$ cat config.mk
export PLATFORM = sky130hd
export DESIGN_NAME = front_panel_loader
export DESIGN_NICKNAME = d
export VERILOG_FILES = /design/src/rtl/front_panel_loader.sv
export SDC_FILE = /design/constraint.sdc
export NUM_CORES = 1
export LEC_CHECK = 0
export ABC_AREA = 1
export ABC_CLOCK_PERIOD_IN_PS = 3000
export CAP_MARGIN = 5
export CORE_AREA = 2 2 83 85
export DETAILED_ROUTE_END_ITERATION = 12
export DIE_AREA = 0 0 85 87
export GPL_TIMING_DRIVEN = 1
export PLACE_DENSITY = 0.77
export SETUP_SLACK_MARGIN = 0.1
export SLEW_MARGIN = 20
export SYNTH_ARGS = -nofsm -noshare
export SYNTH_HDL_FRONTEND = slang
export SYNTH_SLANG_ARGS = --single-unit
$ cat constraint.sdc
create_clock -name clk -period 3 [get_ports clk]
set_input_delay 0.6 -clock clk [delete_from_list [all_inputs] [get_ports clk]]
set_output_delay 0.6 -clock clk [all_outputs]
set_load 0.01 [all_outputs]
$ cat src/rtl/front_panel_loader.sv
// Front-panel input controller: debounces pushbuttons, assembles a 16-bit value from
// hex digits on the switches, and writes it to a selected register over a req/ack port.
module front_panel_loader #(
  parameter int DEBOUNCE_CYCLES = 16
) (
  input  logic        clk,
  input  logic        rst,
  input  logic [3:0]  key_n,
  input  logic [9:0]  sw,
  input  logic        wr_ack,
  output logic        wr_en,
  output logic [2:0]  wr_addr,
  output logic [15:0] wr_data,
  output logic        step_pulse,
  output logic [15:0] entry_value,
  output logic [2:0]  digit_count,
  output logic        busy
);

  localparam int CW = $clog2(DEBOUNCE_CYCLES + 1);
  localparam logic [CW-1:0] CNT_MAX = CW'(DEBOUNCE_CYCLES);

  typedef enum logic [0:0] {
    ST_ENTRY = 1'b0,
    ST_WRITE = 1'b1
  } state_t;

  // Key conditioning state: all keys idle high (released) out of reset.
  logic [3:0]         sync1_q, sync1_d;
  logic [3:0]         sync2_q, sync2_d;
  logic [3:0]         level_q, level_d;
  logic [3:0][CW-1:0] cnt_q, cnt_d;
  logic [3:0]         press_q, press_d;

  state_t      state_q, state_d;
  logic [15:0] entry_q, entry_d;
  logic [2:0]  dcnt_q, dcnt_d;
  logic        wr_en_q, wr_en_d;
  logic [2:0]  wr_addr_q, wr_addr_d;
  logic [15:0] wr_data_q, wr_data_d;

  logic ev_digit, ev_commit, ev_clear;
  logic sw_unused;

  assign sw_unused = ^sw[9:7];

  always_comb begin
    sync1_d = key_n;
    sync2_d = sync1_q;
    level_d = level_q;
    cnt_d   = cnt_q;
    press_d = 4'b0000;
    for (int i = 0; i < 4; i++) begin
      // A full count means the new level held long enough: flip it this edge.
      if (cnt_q[i] == CNT_MAX) begin
        level_d[i] = ~level_q[i];
        cnt_d[i]   = '0;
        press_d[i] = level_q[i];
      end else if (sync2_q[i] != level_q[i]) begin
        cnt_d[i] = cnt_q[i] + CW'(1);
      end else begin
        cnt_d[i] = '0;
      end
    end
  end

  always_ff @(posedge clk or posedge rst) begin
    if (rst) begin
      sync1_q <= 4'b1111;
      sync2_q <= 4'b1111;
      level_q <= 4'b1111;
      cnt_q   <= '0;
      press_q <= 4'b0000;
    end else begin
      sync1_q <= sync1_d;
      sync2_q <= sync2_d;
      level_q <= level_d;
      cnt_q   <= cnt_d;
      press_q <= press_d;
    end
  end

  assign ev_digit  = press_q[0];
  assign ev_commit = press_q[1];
  assign ev_clear  = press_q[2];

  // Write port: wr_en is the request; wr_addr/wr_data are held stable while it is
  // high; the transfer completes on the first rising edge with wr_en and wr_ack both 1.
  always_comb begin
    state_d   = state_q;
    entry_d   = entry_q;
    dcnt_d    = dcnt_q;
    wr_en_d   = wr_en_q;
    wr_addr_d = wr_addr_q;
    wr_data_d = wr_data_q;
    case (state_q)
      ST_ENTRY: begin
        if (ev_clear) begin
          entry_d = 16'h0000;
          dcnt_d  = 3'd0;
        end else if (ev_commit) begin
          if (dcnt_q != 3'd0) begin
            wr_addr_d = sw[6:4];
            wr_data_d = entry_q;
            wr_en_d   = 1'b1;
            state_d   = ST_WRITE;
          end
        end else if (ev_digit) begin
          entry_d = {entry_q[11:0], sw[3:0]};
          if (dcnt_q != 3'd4) begin
            dcnt_d = dcnt_q + 3'd1;
          end
        end
      end
      ST_WRITE: begin
        // Key events other than step are dropped while the write is outstanding.
        if (wr_ack) begin
          wr_en_d = 1'b0;
          entry_d = 16'h0000;
          dcnt_d  = 3'd0;
          state_d = ST_ENTRY;
        end
      end
      default: begin
        state_d = ST_ENTRY;
        wr_en_d = 1'b0;
      end
    endcase
  end

  always_ff @(posedge clk or posedge rst) begin
    if (rst) begin
      state_q   <= ST_ENTRY;
      entry_q   <= 16'h0000;
      dcnt_q    <= 3'd0;
      wr_en_q   <= 1'b0;
      wr_addr_q <= 3'd0;
      wr_data_q <= 16'h0000;
    end else begin
      state_q   <= state_d;
      entry_q   <= entry_d;
      dcnt_q    <= dcnt_d;
      wr_en_q   <= wr_en_d;
      wr_addr_q <= wr_addr_d;
      wr_data_q <= wr_data_d;
    end
  end

  assign wr_en       = wr_en_q;
  assign wr_addr     = wr_addr_q;
  assign wr_data     = wr_data_q;
  assign step_pulse  = press_q[3];
  assign entry_value = entry_q;
  assign digit_count = dcnt_q;
  assign busy        = (state_q == ST_WRITE);

endmodule

## Word-level counts from Yosys, hierarchy flattened

Cells that the tools add are included.

- Flip-flop bits (word level): 76
- Latch bits: 0
- Bits in writable memories: 0
- Memory bits (read-only): 0
- Bits of input ports: 17
- Output and inout port bits: 41
- Word-level logic and storage cells: 82
- Memories: 0

- Add/sub/neg operators: 5
- Multipliers: 0
- Divide/modulo/power cells: 0
- $lt $le $gt $ge: 0
- Eq/ne operators: 16
- Shift operators: 0
- Multiplexer cells: 33
- Bitwise logic cells: 6
- Reduce and logical (&&, ||, !) cells: 5

Operator list:

| cell | count |
|---|---|
| $mux W16 | 4 |
| $mux W5 | 8 |
| $pmux W16 S2 | 1 |
| $add A5 B1 Y5 const B | 4 |
| $eq A5 B5 Y1 const B | 4 |
| $mux W3 | 5 |
| $mux W1 | 12 |
| $ne A3 B3 Y1 const B | 4 |
| $reduce_and A4 Y1 | 3 |
| $ne A2 B2 Y1 const B | 4 |
| $not A1 Y1 | 6 |
| $pmux W3 S2 | 1 |
| $ne A1 B1 Y1 | 4 |
| $pmux W1 S2 | 2 |
| $add A3 B1 Y3 const B | 1 |
| $reduce_and A3 Y1 | 1 |
| $reduce_bool A3 Y1 | 1 |

## Longest topological paths before layout

- Depth after elaboration: 6
- Mapped depth: 8

## Least setup slack after synthesis

Ideal clock, no wire load.

- Path kind: register -> register
- Start: reg dcnt_q[0], in the netlist digit_count[0]
- End: reg wr_addr_q[0], in the netlist wr_addr[0]
- Setup time: 126 ps
- Arrival: 1098 ps
- Required time: 2874 ps
- Slack: 1776 ps
- Cell stages (with the launch flop): 8
- Buffers on the path: 1
- Period minus slack after synthesis: 1224 ps
- Cells stage by stage: dfrtp_1 > inv_1 > ha_1 > nand2_1 > nand3_2 > buf_2 > nand2_1 > o21ai_0

- Word-level cells in the longest chain between the ends: 2

Ends and longest elaborated chain:

| what | line | source |
|---|---|---|
| start, declared | 37 | `logic [2:0] dcnt_q, dcnt_d;` |
| start signal, assigned | 142 | `dcnt_q <= dcnt_d;` |
| $reduce_bool A3 Y1 | 102 | `if (dcnt_q != 3'd0) begin` |
| $reduce_and A4 Y1 (no source line) | - |  |
| end signal, assigned | 144 | `wr_addr_q <= wr_addr_d;` |
| end, declared | 39 | `logic [2:0] wr_addr_q, wr_addr_d;` |

Every way passes these cells.
A chain may end at the register's enable or synchronous reset.

## Worst setup path after layout

- Start: reg state_q, in the netlist busy
- End: out busy

RTL lines:

| what | line | source |
|---|---|---|
| start, declared | 35 | `state_t state_q, state_d;` |
| start signal, assigned | 140 | `state_q <= state_d;` |
| end, declared | 17 | `output logic busy` |

No word-level cell between the ends.

==> impl_metrics.toml <==
[setup_path]
crit_buf_inv = 1
critical_path_class = "reg -> out"
crit_chain = "clkdlybuf4s50_1"
worstPathMaxFanout = 6
arrival_ns = 1.44
cp_slowest_stage_delay_ns = 0.59
cp_slowest_cell = "clkdlybuf4s50_1"
end_kind = "output port"
cpLargestDelayFamily = "buffers and inverters"
required_ns = 2.40
r2r_slack_ns = 1.20
cp-start-kind = "flop"

[logic_synthesis]
synth_fp_nets = 361
syn_inst = 334
synth.cell_area_sq_mm = 0.00330
post_synth_num_cell_types = 23
yosys_warnings = 0
synth-seq-cells = 76
avgSynthCellArea_sq_um = 9.87
ys_seq_area_share_pct = 58.1

[pwr]
internal_power_mw = 1.68
clockPowerShare_pct = 42.1
leakage_nw = 1.88
seqPwrFrac_pct = 51.0
vdd_ir_drop_max_v = 0.000302
power_frac_comb_pct = 6.8
p_sw_mw = 0.452
swShare_pct = 21.2
p_per_area_mw_per_mm2 = 519

[cells_and_area]
antennaDiodeCount = 0
fillers = 537
regArea_sq_mm = 0.00192
areaGrowthSynthToFinish_pct = 24.6
fin_nets = 419
drive_gt1_share_pct = 15.6
multi_input_area_sq_mm = 0.00111

[drt]
ant_nets = 0
vias = 2311
routedWlPerCell_um = 11.6
wl_um = 5540
drt_iter0_markers = 154
drt_first_pass_iters = 5
drc = 0
via_per_inst = 4.84

[clock_network]
cts-root-buf = "clkbuf_8"
cts_setup_buffers = 0
ctsResizeCount = 0
insertion_delay_ns = 0.34
ctsHoldBuffers = 0
clk_pin_slew_ns = 0.07
cts_buffers = 9
cts_buffer_depth = 2
cts_tree = "yes"
htree_levels = 3
clock-sinks = 76

[floorplanning]
die_area_sq_mm = 0.00740
rows = 30
io_pins = 58
dieWidth_um = 85
start_util_pct = 50.2
die-height_um = 87
core_sq_mm = 0.00657

[sta]
finalSetupTns_ns = 0
slew_headroom_pct = 55.8
final-hold-violation-count = 0
clock_skew_ns = 0.00731
tightest_slew_ns = 0.663
layout_setup_ws_ns = 0.964
period_share_pct = 67.9
layout_min_cycle_time_ns = 2.04
clock.fmax_mhz = 491
rsz0062_at_grt = "no"
setup_viol = 0
slew_viol_final = 0

[global_route]
grt_start_max_net_pins = 50
antenna_found_initial = 0
grt_pass1_vias = 2223
grt-ovfl-total = 0
grt_pass1_wl_um = 9740
grt_usage_pct = 16.7

[placed_design]
post-place-ws_ns = 1.06
gp_congestion = 0.794
hpwl_um = 3850
io_buffers = 54

[status]
status = "finished clean"

[job]
maxCapViolations = 0

[hold_path]
worstHoldPathType = "reg -> reg"
-- placed cells by master (no fill, tap or decap), types with 2 or more instances in the layout --
cell type / instances
nand2_1: 68
dfrtp_1: 64
clkdlybuf4s50_1: 54
inv_1: 45
nor2_1: 35
nand3_1: 21
o21ai_2: 17
o21ai_0: 16
dfstp_2: 12
xor2_1: 11
ha_1: 10
nand2_2: 9
clkbuf_8: 9
xnor2_1: 4
inv_2: 3
o21ai_1: 3
bufinv_16: 3
nor2_4: 2
clkinv_2: 2
clkbuf_1: 2
-- through the flow --
step,power [mW],hold slack (ns),utilization [%],cell area [sq um],instances
6_report,2.13,0.357,62.6,4110,477
5_1_grt,2.24,0.362,62.6,4110,477
4_1_cts,2.16,0.358,62.6,4110,477
3_5_place_dp,1.26,0.347,59.0,3880,461
3_3_place_gp,1.25,0.346,59.0,3880,461
2_1_floorplan,1.19,0.345,-,3300,334
-- per-layer routing --
layer / vias up / part of all wire (%) / wire length [um] / track usage (%)
met5: - / 0 / 0 / 0
li1: 1139 / - / - / -
met1: 1099 / 45 / 2510 / 21.1
met2: 67 / 48 / 2670 / 27.3
met3: 6 / 4.8 / 268 / 4.36
met4: 0 / 1.5 / 85 / 7.36
-- registers in the layout, indices dropped and copies added (netlist names), 4 cells and up --
name	flops
cnt_q	20
entry_value	16
wr_data	16
level_q	4
press_q	4
sync1_q	4
sync2_q	4
-- synth_stat cells --
master,count,area share (%)
a21oi_2,1,0.27
buf_12,2,1.2
buf_2,5,0.76
buf_6,2,0.68
dfrtp_1,64,49
dfstp_2,12,9.6
ha_1,10,3.8
inv_1,46,5.2
inv_2,2,0.23
nand2_1,68,7.7
nand2_2,9,1.7
nand2_4,1,0.34
nand3_1,21,3.2
nand3_2,1,0.30
nor2_1,35,4.0
nor2_4,2,0.68
nor3_1,1,0.15
nor3b_1,1,0.23
o21ai_0,16,2.4
o21ai_1,3,0.46
o21ai_2,17,4.5
xnor2_1,4,1.1
xor2_1,11,2.9
-- power groups by stage --
stage	combinational, mW	sequential (mW)	clock [mW]
finish	0.146	1.09	0.899
global route	0.168	1.09	0.975
CTS	0.149	1.09	0.927
detailed placement	0.149	1.11	0
global placement	0.143	1.11	0
floorplan	0.0792	1.11	0
-- cells by family after synthesis --
logic type               after synthesis  synth area share [%]
flip-flops                            76                  58.1
XOR/XNOR                              15                  3.98
adder cells (fa/ha/maj)               10                  3.79
AO/OA/AOI/OAI                         37                  7.66
buffers and inverters                 57                  8.12
AND/OR/NAND/NOR                      139                  18.3
-- path summary, 6_finish.rpt --
path	endpoint	depth (start not counted)	start
min in group asynchronous	cnt_q[18]	2	rst
worst max register to register	wr_data[7]	5	digit_count[0]
worst min-delay path	sync2_q[2]	0	sync1_q[2]
worst max-delay path	busy	1	busy
max in group asynchronous	level_q[1]	3	rst
worst min register to register	sync2_q[2]	0	sync1_q[2]
-- layout make-up --
type | instances | share of cell area (%)
well taps | 80 | 2.44
flip-flops and latches | 76 | 46.6
clock inverters | 5 | 2.44
multi-input cells | 201 | 27.1
inverters | 48 | 4.38
clock buffers | 11 | 3.20
repair buffers | 56 | 13.8
No activity file was read; power rests on OpenSTA's default activity.
